===== config.mk =====
export PLATFORM = sky130hd
export DESIGN_NAME = lbp_stream_engine
export DESIGN_NICKNAME = d
export VERILOG_FILES = /design/src/rtl/lbp_stream_engine.sv
export SDC_FILE = /design/constraint.sdc
export NUM_CORES = 2
export LEC_CHECK = 0
export CAP_MARGIN = 20
export CORE_MARGIN = 4
export CORE_UTILIZATION = 57
export DETAILED_ROUTE_END_ITERATION = 10
export HOLD_SLACK_MARGIN = 0.02
export PLACE_DENSITY = 0.76
export SLEW_MARGIN = 40
export SYNTH_ARGS = -nofsm -noshare
export SYNTH_HDL_FRONTEND = slang
export SYNTH_SLANG_ARGS = --single-unit

===== constraint.sdc =====
create_clock -name clk -period 4.25 [get_ports clk]
set_clock_uncertainty 0.05 [all_clocks]
set_input_delay 0.85 -clock clk [delete_from_list [all_inputs] [get_ports clk]]
set_output_delay 0.85 -clock clk [all_outputs]
set_load 0.1 [all_outputs]

===== src/rtl/lbp_stream_engine.sv =====
// lbp_stream_engine: streaming 3x3 Local Binary Pattern engine.
// Raster-reads an IMG_W x IMG_H gray image once, keeps the two previous rows
// in line buffers plus a 3x3 window, and writes one 8-bit LBP code for every
// interior pixel.
//
// Ports:
//   clk, reset              clock, asynchronous active-high reset
//   start                   frame start pulse (honoured in IDLE or DONE only)
//   gray_addr/req/ready/data  gray-image read port (req/ready handshake)
//   lbp_addr/valid/data     LBP result write port (one-cycle strobe)
//   finish                  frame complete, held until start or reset
//
// Optional feature: define LBP_BORDER_WRITE_EN to add a BORDER state that
// writes code 0 to every border pixel after the interior codes.
module lbp_stream_engine #(
    parameter int unsigned IMG_W = 128,
    parameter int unsigned IMG_H = 128,
    parameter int unsigned DW    = 8,
    parameter int unsigned AW    = 14
) (
    input  logic          clk,
    input  logic          reset,
    input  logic          start,
    output logic [AW-1:0] gray_addr,
    output logic          gray_req,
    input  logic          gray_ready,
    input  logic [DW-1:0] gray_data,
    output logic [AW-1:0] lbp_addr,
    output logic          lbp_valid,
    output logic [7:0]    lbp_data,
    output logic          finish
);

    localparam int unsigned CW = $clog2(IMG_W);
    localparam int unsigned RW = $clog2(IMG_H);

    typedef enum logic [2:0] {
        S_IDLE,
        S_READ,
        S_FLUSH,
`ifdef LBP_BORDER_WRITE_EN
        S_BORDER,
`endif
        S_DONE
    } state_t;

    state_t state_q, state_d;

    logic [RW-1:0] row_q;
    logic [CW-1:0] col_q;

    // lb_top holds row r-2, lb_mid holds row r-1 at the column being read
    logic [DW-1:0] lb_top [IMG_W];
    logic [DW-1:0] lb_mid [IMG_W];

    // Window columns c-2 (wl_*) and c-1 (wm_*); column c arrives live
    logic [DW-1:0] wl_t, wl_m, wl_b, wm_t, wm_m, wm_b;

    logic          accept_c, last_px_c, frame_start_c, window_c;
    logic [DW-1:0] nt_c, nm_c;
    logic [7:0]    code_c;

    assign accept_c      = gray_req && gray_ready && (state_q == S_READ);
    assign last_px_c     = (row_q == RW'(IMG_H - 1)) && (col_q == CW'(IMG_W - 1));
    assign frame_start_c = start && ((state_q == S_IDLE) || (state_q == S_DONE));
    assign window_c      = (row_q >= RW'(2)) && (col_q >= CW'(2));
    assign nt_c          = lb_top[col_q];
    assign nm_c          = lb_mid[col_q];

    // LBP code of the window centred on wm_m, completed by the incoming pixel
    always_comb begin
        code_c    = 8'h00;
        code_c[0] = (wl_t      >= wm_m);
        code_c[1] = (wm_t      >= wm_m);
        code_c[2] = (nt_c      >= wm_m);
        code_c[3] = (wl_m      >= wm_m);
        code_c[4] = (nm_c      >= wm_m);
        code_c[5] = (wl_b      >= wm_m);
        code_c[6] = (wm_b      >= wm_m);
        code_c[7] = (gray_data >= wm_m);
    end

`ifdef LBP_BORDER_WRITE_EN
    logic [RW-1:0] brow_q, brow_n_c;
    logic [CW-1:0] bcol_q, bcol_n_c;
    logic          border_last_c;

    assign border_last_c = (brow_q == RW'(IMG_H - 1)) && (bcol_q == CW'(IMG_W - 1));

    // Border walk: full first/last rows, only cols 0 and IMG_W-1 in between
    always_comb begin
        brow_n_c = brow_q;
        bcol_n_c = bcol_q;
        if ((brow_q == '0) || (brow_q == RW'(IMG_H - 1))) begin
            if (bcol_q == CW'(IMG_W - 1)) begin
                brow_n_c = brow_q + RW'(1);
                bcol_n_c = '0;
            end else begin
                bcol_n_c = bcol_q + CW'(1);
            end
        end else if (bcol_q == '0) begin
            bcol_n_c = CW'(IMG_W - 1);
        end else begin
            brow_n_c = brow_q + RW'(1);
            bcol_n_c = '0;
        end
    end
`endif

    // State register
    always_ff @(posedge clk or posedge reset) begin
        if (reset) state_q <= S_IDLE;
        else       state_q <= state_d;
    end

    // Next-state logic
    always_comb begin
        state_d = state_q;
        case (state_q)
            S_IDLE:   if (start) state_d = S_READ;
            S_READ:   if (accept_c && last_px_c) state_d = S_FLUSH;
`ifdef LBP_BORDER_WRITE_EN
            S_FLUSH:  state_d = S_BORDER;
            S_BORDER: if (border_last_c) state_d = S_DONE;
`else
            S_FLUSH:  state_d = S_DONE;
`endif
            S_DONE:   if (start) state_d = S_READ;
            default:  state_d = S_IDLE;
        endcase
    end

    // Counters and registered outputs
    always_ff @(posedge clk or posedge reset) begin
        if (reset) begin
            row_q     <= '0;
            col_q     <= '0;
            gray_addr <= '0;
            gray_req  <= 1'b0;
            lbp_addr  <= '0;
            lbp_valid <= 1'b0;
            lbp_data  <= 8'h00;
            finish    <= 1'b0;
`ifdef LBP_BORDER_WRITE_EN
            brow_q    <= '0;
            bcol_q    <= '0;
`endif
        end else begin
            gray_req  <= (state_d == S_READ);
            lbp_valid <= 1'b0;
            if (frame_start_c) begin
                row_q     <= '0;
                col_q     <= '0;
                gray_addr <= '0;
                finish    <= 1'b0;
            end else if (accept_c && !last_px_c) begin
                gray_addr <= gray_addr + AW'(1);
                if (col_q == CW'(IMG_W - 1)) begin
                    col_q <= '0;
                    row_q <= row_q + RW'(1);
                end else begin
                    col_q <= col_q + CW'(1);
                end
            end
            if (accept_c && window_c) begin
                lbp_valid <= 1'b1;
                lbp_addr  <= gray_addr - AW'(IMG_W + 1);
                lbp_data  <= code_c;
            end
            if ((state_d == S_DONE) && (state_q != S_DONE)) finish <= 1'b1;
`ifdef LBP_BORDER_WRITE_EN
            if (state_q == S_FLUSH) begin
                brow_q    <= '0;
                bcol_q    <= '0;
                lbp_valid <= 1'b1;
                lbp_addr  <= '0;
                lbp_data  <= 8'h00;
            end else if ((state_q == S_BORDER) && !border_last_c) begin
                brow_q    <= brow_n_c;
                bcol_q    <= bcol_n_c;
                lbp_valid <= 1'b1;
                lbp_addr  <= AW'(32'(brow_n_c) * IMG_W + 32'(bcol_n_c));
                lbp_data  <= 8'h00;
            end
`endif
        end
    end

    // Line buffers and window shift; contents are rewritten before use
    always_ff @(posedge clk) begin
        if (accept_c) begin
            lb_top[col_q] <= nm_c;
            lb_mid[col_q] <= gray_data;
            wl_t <= wm_t;
            wl_m <= wm_m;
            wl_b <= wm_b;
            wm_t <= nt_c;
            wm_m <= nm_c;
            wm_b <= gray_data;
        end
    end

endmodule


Yosys cells after proc, flatten, opt, wreduce, memory -nomap -nowiden:

Memory sizes are Yosys's and may differ from the RTL's.
Index checks and enable logic that the tools add are counted.
Widths: inputs -> output; s select.

* RAM bits: 2048
* output and inout bits: 39
* bits in registers: 104
* bits of input ports: 12
* logic and storage cells: 72
* memories kept: 2

* order comparisons: 10
* $add $sub $neg: 4
* reduce and logical (&&, ||, !) cells: 17
* eq/ne operators: 8
* multiplexer cells: 16

Memory list
* lb_mid: words 128, bits a word 8, rd ports 1, clocked after Yosys merged registers in 0, wr ports 1, line 54 `logic [DW-1:0] lb_mid [IMG_W];`
* lb_top: words 128, bits a word 8, rd ports 1, clocked after Yosys merged registers in 0, wr ports 1, line 53 `logic [DW-1:0] lb_top [IMG_W];`

Operators by type and width (number)
* $ge 8x8->1: 8
* $mux 7: 6
* $mux 14: 2
* $add 14x1->14 const B: 1
* $add 7x1->7 const B: 2
* $eq 7x7->1 const B: 2
* $ge 7x2->1 const B: 2
* $sub 14x8->14 const B: 1
* $eq 3x2->1 const B: 3
* $logic_and 1x1->1: 9
* $pmux 3 s3: 1
* $eq 3x1->1 const B: 2
* $mux 3: 2
* $reduce_bool 2->1: 3
* $mux 1: 5
* $logic_not 3->1: 1
* $ne 3x2->1 const B: 1
* $reduce_and 2->1: 1
* $reduce_or 2->1: 1
* $logic_not 1->1: 1
* $logic_or 1x1->1: 1

Logic depth before layout (Yosys ltp):

* depth in word-level cells: 8
* mapped depth: 17
* gate-level depth less buffers: 13

Worst setup path before layout:

No wires, ideal clock.

* kind: reg-to-reg
* start point: reg col_q[2]
* end point: reg lbp_data[4]
* stages on the path, launching flop included: 17
* buffers on the path: 5
* setup time: 0.121 ns
* clock period less this slack: 4.608 ns
* data arrival time: 4.437 ns
* slack: -0.358 ns
* data required time: 4.079 ns
* cells stage by stage: dfrtp_1 > buf_2 > buf_2 > buf_2 > clkbuf_1 > buf_2 > mux2i_1 > a22oi_1 > nand2_1 > nor3_1 > or4_1 > ha_1 > a21oi_1 > nor2b_1 > o21ai_0 > a21oi_1 > o22a_1

* elaborated cells on any way between the ends: 5
* those cells by class: order compare: 2; reduce/logical: 2; memory: 1

RTL lines
* start: declaration: line 50 `logic [CW-1:0] col_q;`
* start signal: assignment: line 162 `col_q <= col_q + CW'(1);`
* $mem_v2 128x8
* net nm_c[1]: line 60 `logic [DW-1:0] nt_c, nm_c;`
* $ge 8x8->1: line 77 `code_c[4] = (nm_c >= wm_m);`
* end signal: assignment: line 168 `lbp_data <= code_c;`
* end: declaration: line 30 `output logic [7:0] lbp_data,`

The timed path passes the listed nets, and every way through them passes these cells.
A chain may end at the register's enable or synchronous reset.

Worst setup path after layout:

* start point: reg col_q[2]
* end point: reg lbp_data[2]

* elaborated cells on any way between the ends: 5
* those cells by class: order compare: 2; reduce/logical: 2; memory: 1

RTL lines
* $mem_v2 128x8
* net nt_c[4]: line 60
* $ge 8x8->1: line 75 `code_c[2] = (nt_c >= wm_m);`

The timed path passes the listed nets, and every way through them passes these cells.

==> impl_metrics.env <==
export IMPL_hp_class="in -> async"
export IMPL_p_int_mw=33.6
export IMPL_syn_inst=4928
export IMPL_die_h_um=393
export IMPL_vias=47364
export IMPL_holdWs_ns=0.364
export IMPL_insertion_delay_ns=0.85
export IMPL_ys_flop_type="edfxtp_1"
export IMPL_cts_tree="built"
export IMPL_reg2reg_depth=11
export IMPL_syn_nets=5010
export IMPL_yosysTopAreaCellShare_pct=74.4
export IMPL_die_area_um2=155000
export IMPL_finalMaxSlewViolations=0
export IMPL_die_width_um=393
export IMPL_numCtsBuffers=203
export IMPL_grt_max_degree=130
export IMPL_io_pin_count=51
export IMPL_wl_um=214000
export IMPL_nets=5339
export IMPL_grt_ovfl_total=0
export IMPL_yosys_area_top_type="edfxtp_1"
export IMPL_cts_setup_buffers=0
export IMPL_hpwl_um=129000
export IMPL_wl_met1_um=82900
export IMPL_peakVddDrop_mv=0.402
export IMPL_slowest_stage="nor3_1"
export IMPL_crit_path_end_kind="flip-flop"
export IMPL_synth_edf_count=2096
export IMPL_p_leak_nw=30.0
export IMPL_rsz0062_at_grt="false"
export IMPL_path_max_fanout=33
export IMPL_drive_above_1_share_pct=14.3
export IMPL_synth_warnings=0
export IMPL_io_buffers=50
export IMPL_finalCritPeriodShare_pct=96.8
export IMPL_grt_pass1_wl_um=313000
export IMPL_ant_nets=0
export IMPL_track_usage_pct=27.3
export IMPL_rr_endpoint="lbp_data[2]"
export IMPL_ys_types=55
export IMPL_fp_row_count=141
export IMPL_fmax_ghz=0.243
export IMPL_startpoint_type="flip-flop"
export IMPL_vias_per_cell=6.43
export IMPL_grt_pass1_vias=46047
export IMPL_path_buf_inv=2
export IMPL_hold_viol_final=0
export IMPL_pwr_share_clk_pct=40.9
export IMPL_synthArstFlopShare_pct=2.60
export IMPL_remaining_drc_errors=0
export IMPL_dr_pass1_iters=6
export IMPL_core_area_um2=148000
export IMPL_required_ns=4.93
export IMPL_cts_sinks=2152
export IMPL_synth_area_leaders="edfxtp_1 74%, mux2i_1 10%, a22oi_1 2.8%, dfrtp_1 1.7%, a211oi_1 1.2%"
export IMPL_fin_crit_ns=4.11
export IMPL_critPathTopFamily="simple AND/OR/NAND/NOR gates"
export IMPL_gp_congestion=0.929
export IMPL_syn_to_final_growth_pct=14.5
export IMPL_synthesis_area_um2=84600
export IMPL_cts_root_buf="clkbuf_16"
export IMPL_pwr_share_comb_pct=3.8
export IMPL_status="complete, no violations"
export IMPL_grt_antenna_before_repair=9
export IMPL_p_seq_share_pct=55.4
export IMPL_worst_pin_slew_ns=0.922
export IMPL_power_mw=42.7
export IMPL_critical_path_max_stage_delay_ns=0.69
export IMPL_wl_met3_um=23300
export IMPL_post_drt_wl_per_cell_um=29.1
export IMPL_synth_seq_cells=2152
export IMPL_clkTransAtPathRegs_ns=0.06
export IMPL_cellPowerDensity_nw_per_um2=441
export IMPL_seq_area_frac_synth_pct=76.0
export IMPL_postCtsHoldBufs=0
export IMPL_initial_core_util_pct=57.3
export IMPL_dr_wl_met2_um=99400
export IMPL_max_cap_violations=0
export IMPL_maxSlewHeadroom_pct=38.1
export IMPL_postCtsResizedCells=0
export IMPL_h_tree_depth=4
export IMPL_clock_path_buffers=3
export IMPL_p_sw_share_pct=21.3
export IMPL_cp_cell_sequence="buf_4, buf_4, mux2i_1, a22oi_1, nand3_1, nor3_1, or4_1, ha_1, o2111ai_1, a21oi_1, o22a_1"
export IMPL_p_sw_mw=9.08
export IMPL_top_layer="met5"
export IMPL_cp_data_arrival_time_ns=4.79
export IMPL_path_depth=11
export IMPL_crit_path_start="col_q[2]"
export IMPL_drtIter0Drc=6059
export IMPL_r2r_start="col_q[2]"
export IMPL_r2r_slack_ns=0.14
export IMPL_endpoint="lbp_data[2]"
export IMPL_cp_common_cell="buf_4"
export IMPL_syn_mean_instance_area_um2=17.2
export IMPL_worstSetupPathType="reg -> reg"
export IMPL_setup_viol=0
## worst min-delay path by stage
| stage | startpoint | endpoint | slack [ns] | cells after the start |
|---|---|---|---|---|
| 4_1_cts | reset | lbp_data[5] | 0.34 | 2 |
| 3_3_place_gp | wm_m[3] | wl_m[3] | 0.38 | 0 |
| 5_1_grt | gray_data[4] | lb_mid[42][4] | 0.38 | 1 |
| 3_5_place_dp | wm_b[0] | wl_b[0] | 0.38 | 0 |
| 6_report | reset | lbp_data[3] | 0.36 | 2 |
| 2_1_floorplan | wm_b[0] | wl_b[0] | 0.38 | 0 |
## metal layers
metal  global-route usage [%]  vias to the layer above
met3                     5.51                      450
met2                     41.9                     2778
li1                         -                    20224
met1                     39.0                    23908
met5                        0                        -
met4                     10.5                        4
## Yosys cell counts, drive strengths merged (81+ instances only)
cell type	number
a21oi	185
nor2b	119
a211oi	131
nor2	184
nand3	93
a22oi	320
clkbuf	125
nand2	125
buf	144
mux2i	851
edfxtp	2096
nor3	81
## placed cells by master, fill, tap and decap left out, drive strengths merged, types with 119 or more instances in the layout
cell type | Yosys | final
a21oi | 185 | 185
clkbuf | 125 | 248
nand2 | 125 | 125
nor2b | 119 | 119
nor2 | 184 | 184
a22oi | 320 | 320
a211oi | 131 | 131
mux2i | 851 | 851
buf | 144 | 390
edfxtp | 2096 | 2096
## kinds of logic after synthesis
kind of cell / synth area share (%)
buffers and inverters: 1.50
xor gates and xnor gates: 0.331
other: 0.00443
and+or+nand+nor: 4.36
AOI/OAI and AO/OA: 5.85
adders and majority gates: 1.03
muxes: 10.9
DFF: 76.0
## stage by stage
stage	TNS [ns]	setup slack [ns]	util [%]	std cells	instance area, um2
floorplan	0	0.167	-	4928	84600
global placement	-0.0646	-0.0646	61.4	6982	90700
detailed placement	0	0.239	61.3	6982	90500
CTS	0	0.100	65.6	7361	96900
global route	0	0.0154	65.6	7361	96900
finish	0	0.138	65.6	7365	96900
## sequential cells by signal, indices dropped and copies added (netlist names)
| name | count |
|---|---|
| wm_b | 8 |
| lbp_addr | 14 |
| gray_req | 1 |
| gray_addr | 14 |
| wm_m | 8 |
| state_q | 3 |
| lbp_data | 8 |
| wl_t | 8 |
| lbp_valid | 1 |
| wm_t | 8 |
| wl_m | 8 |
| col_q | 7 |
| wl_b | 8 |
| lb_mid | 1024 |
| row_q | 7 |
| lb_top | 1024 |
| finish | 1 |
## power by group through the flow
stage | Sequential, mW | Clock (mW) | Combinational, mW
final | 23.6 | 17.5 | 1.61
after floorplan | 24.1 | 0 | 0.615
after global routing | 23.6 | 18.5 | 1.69
after global placement | 24.1 | 0 | 1.54
after CTS | 23.6 | 17.6 | 1.60
after detailed placement | 24.1 | 0 | 1.59
## cell type report
type / count / area, um2
diodes: 4 / 10.0
clock inverters: 131 / 1130
multi-input cells: 2483 / 19100
well taps: 1930 / 2410
repair buffers: 393 / 4490
fillers: 9644 / 50700
flip-flops and latches: 2152 / 64300
inverters: 24 / 92.6
clock buffers: 248 / 5310
Note: power is estimated with default switching activity, not from simulation.
